[config.mk]
export PLATFORM = sky130hd
export DESIGN_NAME = cf_compress_reg
export DESIGN_NICKNAME = d
export VERILOG_FILES = /design/src/rtl/cf_compress_reg_pkg.sv /design/src/rtl/mask_prng16.sv /design/src/rtl/cf_compress_reg.sv
export SDC_FILE = /design/constraint.sdc
export NUM_CORES = 1
export LEC_CHECK = 0
export ABC_AREA = 1
export BUFFER_PORTS_ARGS = -buffer_cell sky130_fd_sc_hd__buf_2
export CAP_MARGIN = 30
export CELL_PAD_IN_SITES_DETAIL_PLACEMENT = 0
export CELL_PAD_IN_SITES_GLOBAL_PLACEMENT = 1
export CORE_ASPECT_RATIO = 1.75
export CORE_UTILIZATION = 35
export CTS_CLUSTER_SIZE = 12
export DETAILED_ROUTE_END_ITERATION = 16
export HOLD_SLACK_MARGIN = 0.08
export PLACE_DENSITY_LB_ADDON = 0.1
export SLEW_MARGIN = 10
export SYNTH_ARGS = -nofsm -noshare
export SYNTH_HDL_FRONTEND = slang
export SYNTH_SLANG_ARGS = --single-unit
[constraint.sdc]
create_clock -name clk -period 1.3 [get_ports clk]
set_input_delay 0.195 -clock clk [delete_from_list [all_inputs] [get_ports clk]]
set_output_delay 0.195 -clock clk [all_outputs]
set_load 0.005 [all_outputs]
[src/rtl/cf_compress_reg_pkg.sv]
// Shared masking package: share/group geometry, PRNG defaults and taps,
// and the compressed-output payload type.
package cf_compress_reg_pkg;

  localparam int unsigned NUM_SHARES = 3;
  localparam int unsigned NUM_FUNCS  = 18;
  localparam int unsigned NUM_GROUPS = NUM_FUNCS / NUM_SHARES;
  localparam int unsigned LAYER_W    = NUM_GROUPS / 2;
  localparam int unsigned LFSR_W     = 16;
  localparam int unsigned MASK_W     = 6;

  localparam logic [LFSR_W-1:0] LFSR_INIT_DEFAULT = 16'hACE1;
  // Feedback taps at bits 15, 13, 12 and 10
  localparam logic [LFSR_W-1:0] LFSR_TAPS = 16'hB400;

  // Compressed result: one share-sum bit per group for each nonlinear layer
  typedef struct packed {
    logic [LAYER_W-1:0] y2;
    logic [LAYER_W-1:0] y1;
  } cf_out_t;

  // One step of the Fibonacci LFSR: shift left, feedback enters at bit 0
  function automatic logic [LFSR_W-1:0] lfsr_next(input logic [LFSR_W-1:0] s);
    return {s[LFSR_W-2:0], ^(s & LFSR_TAPS)};
  endfunction

endpackage

[src/rtl/mask_prng16.sv]
// 16-bit Fibonacci LFSR supplying fresh mask bits.
// Ports: clk, rst_n (async, active-low), advance (step once),
//        seed_load/seed (load seed, zero seed replaced by INIT),
//        mask (low 12 state bits, {r2, r1}).
module mask_prng16
  import cf_compress_reg_pkg::*;
#(
  parameter logic [LFSR_W-1:0] INIT = LFSR_INIT_DEFAULT
) (
  input  logic                  clk,
  input  logic                  rst_n,
  input  logic                  advance,
  input  logic                  seed_load,
  input  logic [LFSR_W-1:0]     seed,
  output logic [2*MASK_W-1:0]   mask
);

  logic [LFSR_W-1:0] r_state;

  // Seed load wins over advance; an all-zero seed would lock the LFSR
  always_ff @(posedge clk or negedge rst_n) begin
    if (!rst_n) begin
      r_state <= INIT;
    end else if (seed_load) begin
      r_state <= (seed == '0) ? INIT : seed;
    end else if (advance) begin
      r_state <= lfsr_next(r_state);
    end
  end

  assign mask = r_state[2*MASK_W-1:0];

endmodule

[src/rtl/cf_compress_reg.sv]
// Two-stage compression of 18 masked component-function outputs into
// two 3-share layers, with valid/ready flow control and a mask PRNG.
// Ports: clk, rst_n (async, active-low); in_valid/in_ready/cf_q input
//        handshake; out_valid/out_ready/y1/y2 output handshake;
//        r1/r2 fresh mask bits; seed_load/seed PRNG seeding.
module cf_compress_reg
  import cf_compress_reg_pkg::*;
#(
  parameter logic [LFSR_W-1:0] LFSR_INIT = LFSR_INIT_DEFAULT
) (
  input  logic                 clk,
  input  logic                 rst_n,
  input  logic                 in_valid,
  output logic                 in_ready,
  input  logic [NUM_FUNCS-1:0] cf_q,
  output logic                 out_valid,
  input  logic                 out_ready,
  output logic [LAYER_W-1:0]   y1,
  output logic [LAYER_W-1:0]   y2,
  output logic [MASK_W-1:0]    r1,
  output logic [MASK_W-1:0]    r2,
  input  logic                 seed_load,
  input  logic [LFSR_W-1:0]    seed
);

  logic [NUM_FUNCS-1:0] r_a;
  logic                 r_va;
  cf_out_t              r_b;
  logic                 r_vb;
  logic                 w_adv_b;
  logic                 w_accept;
  cf_out_t              w_b_next;
  logic [2*MASK_W-1:0]  w_mask;

  // Handshake: stage B takes A when empty or being drained
  always_comb begin
    w_adv_b  = r_va && (!r_vb || out_ready);
    in_ready = !r_va || w_adv_b;
    w_accept = in_valid && in_ready;
  end

  // Share sums of each 3-function group, taken only from stage-A flops
  always_comb begin
    w_b_next = '0;
    for (int unsigned i = 0; i < LAYER_W; i++) begin
      w_b_next.y1[i] = ^r_a[NUM_SHARES*i +: NUM_SHARES];
      w_b_next.y2[i] = ^r_a[LAYER_W*NUM_SHARES + NUM_SHARES*i +: NUM_SHARES];
    end
  end

  // Stage A: raw capture, no logic ahead of the flop
  always_ff @(posedge clk or negedge rst_n) begin
    if (!rst_n) begin
      r_a  <= '0;
      r_va <= 1'b0;
    end else if (w_accept) begin
      r_a  <= cf_q;
      r_va <= 1'b1;
    end else if (w_adv_b) begin
      r_va <= 1'b0;
    end
  end

  // Stage B: holds contents while the consumer stalls
  always_ff @(posedge clk or negedge rst_n) begin
    if (!rst_n) begin
      r_b  <= '0;
      r_vb <= 1'b0;
    end else if (w_adv_b) begin
      r_b  <= w_b_next;
      r_vb <= 1'b1;
    end else if (out_ready) begin
      r_vb <= 1'b0;
    end
  end

  assign out_valid = r_vb;
  assign y1        = r_b.y1;
  assign y2        = r_b.y2;

  // One LFSR step per accepted input so each transfer sees distinct masks
  mask_prng16 #(
    .INIT (LFSR_INIT)
  ) u_prng (
    .clk       (clk),
    .rst_n     (rst_n),
    .advance   (w_accept),
    .seed_load (seed_load),
    .seed      (seed),
    .mask      (w_mask)
  );

  assign r1 = w_mask[MASK_W-1:0];
  assign r2 = w_mask[2*MASK_W-1:MASK_W];

endmodule

==> results.cfg <==
[sta]
fin_crit_ps = 1200
max_freq_mhz = 834
setup_violations = 0
relSlewSlack_pct = 74.5
fin_worst_skew_ps = 5.71
final_hold_viol_count = 0
holdWs_ps = 94.3
rsz0062_at_grt = false
setup_tns_ps = 0
slew_violations = 0
max_slew.worst_pin.slew_ps = 382
post-route-period-util_pct = 92.2

[worst_setup_path]
crit_start = u_prng.r_state[10]
crit_type = reg -> out
arrival_ps = 1000
r2r_start = out_valid
required_ps = 1110
critPathLaunchType = flop
crit_chain = buf_2
path_delay_family = flip-flops
slowest_delay_ps = 580
crit_slowest_cell = dfstp_2
end_kind = output pin
critPathMaxFanout = 6
critical_path_buf_inv_count = 1

[floorplan]
io_pins = 59
rows = 37
core_area_um2 = 5970
die-area_um2 = 6570
die_w_um = 61.7
die_h_um = 107
initial_core_util_pct = 36.6

[detailed_routing]
routedWlPerCell_um = 12.5
drtAntennaViolNets = 0
dr_total_vias = 1778
dr.pass1.iters = 4
drt_iter0_markers = 94
wl_mm = 4.97
vias_per_cell = 4.47
drcViolationCount = 0

[placed_design]
place_hpwl_mm = 3.49
place_area_um2 = 2440
io_buffers = 58
dp.cells = 383
gp_congestion = 0.734

[cts]
path_clk_slew_ps = 80
cts-root-buf = clkbuf_8
clock_sinks = 42
htreeDepth = 2
cts.path.max_buffers = 2
cts_tree = yes
cts_inserted_buffers = 5
clk_latency_ps = 290

[global_route]
antenna_found_initial = 0
grt_pass1_wl_mm = 8.11
overflow = 0
grt.total_usage_pct = 16.6
first_global_vias = 1719
grt_max_degree = 31

[layout]
layout_commonest_cell = nand2_1
diodes = 0
layout-drive-gt1-share_pct = 29.1
fin_cells = 398
nets = 358
final_cell_mix = nand2_1, buf_2, dfrtp_1, nor2_1, nand3_1
area_growth_pct = 18.6
design_area_um2 = 2590

[power]
power.density_nw_per_um2 = 1330
fin_total_pwr_uw = 3450
ir_worst_vdd_mv = 0.607
p_leak_uw = 0.00137

[min_path]
min_from = cf_q[4]
hp-class = in -> reg

[outcome]
run_status = complete, no violations

[logic_synthesis]
synth_seq_cells = 42
yosys_warnings = 0
syn-mean-instance-area_um2 = 8.24
syn_inst = 265
ys_seq_area_share_pct = 48.6
synth_cell_types = 21
syn_nets = 304
synth_area_um2 = 2180

[run]
cap_violations = 0
[cell usage after synthesis, drive strengths merged]
library cell / count / share of area, %
xnor2: 6 / 2.4
inv: 15 / 3.3
nand3: 20 / 6.1
buf: 20 / 7.5
xor2: 6 / 2.4
o21ai: 6 / 1.4
dfstp: 8 / 9.6
nor3: 12 / 3.2
dfrtp: 34 / 39
nor2: 23 / 4.0
nand2: 115 / 21
[path summary, 6_finish.rpt]
kind | cells after the start | slack [ps] | to
worst max register to register | 5 | 130 | u_prng.r_state[3]
worst min register to register | 2 | 490 | y1[2]
worst max-delay path | 1 | 100 | r2[4]
max in group asynchronous | 3 | 430 | u_prng.r_state[6]
min in group asynchronous | 2 | 330 | u_prng.r_state[9]
worst min-delay path | 3 | 90 | r_a[4]
[power breakdown]
group	internal, uW	leakage (uW)	switching (uW)	total [uW]
registers	1580	0.000492	175	1750
logic	387	0.000830	437	823
clock network	429	0.0000482	447	876
total	2390	0.00137	1060	3450
[state kept, by name, indices dropped and copies added (netlist names)]
register	count
r_a	18
u_prng.r_state	16
y1	3
y2	3
out_valid	1
r_va	1
[cells by family (layout without fill, tap and decap cells)]
family / Yosys count / in the layout / share of synthesized area (%)
AND/OR/NAND/NOR: 170 / 171 / 34.5
flip-flops: 42 / 42 / 48.6
buffers and inverters: 35 / 89 / 10.8
XOR/XNOR: 12 / 12 / 4.81
AO/OA/AOI/OAI: 6 / 6 / 1.37
[routing by layer]
layer,wire length (um),share of wire [%],global-route usage [%],up-vias
met2,2650,53,29.0,44
met4,76,1.5,5.71,0
li1,-,-,-,913
met5,0,0,0,-
met1,2050,41,19.8,816
met3,190,3.8,2.43,5
[what timing repair did]
action | CTS | global route
setup buffers | 0 | 5
resized for setup | 0 | 1
setup endpoints to repair | 0 | 2
hold endpoints to repair | 11 | 0
hold buffers | 1 | 0
[layout make-up]
cell class / count / area [um2]
Inverter: 15 / 76.3
Multi-Input combinational cell: 189 / 900
Sequential cell: 42 / 1060
Timing Repair Buffer: 66 / 365
Fill cell: 638 / 3380
Clock buffer: 7 / 86.3
Clock inverter: 1 / 5.00
Tap cell: 78 / 97.6
[through the flow]
stage | util, % | setup WS [ps]
after floorplan | - | 235
after global placement | 40.8 | 52.7
after detailed placement | 40.8 | 60.4
after CTS | 42.5 | 43.0
after global routing | 43.4 | 44.4
final | 43.4 | 101
Note: power is estimated with default switching activity, not from simulation.
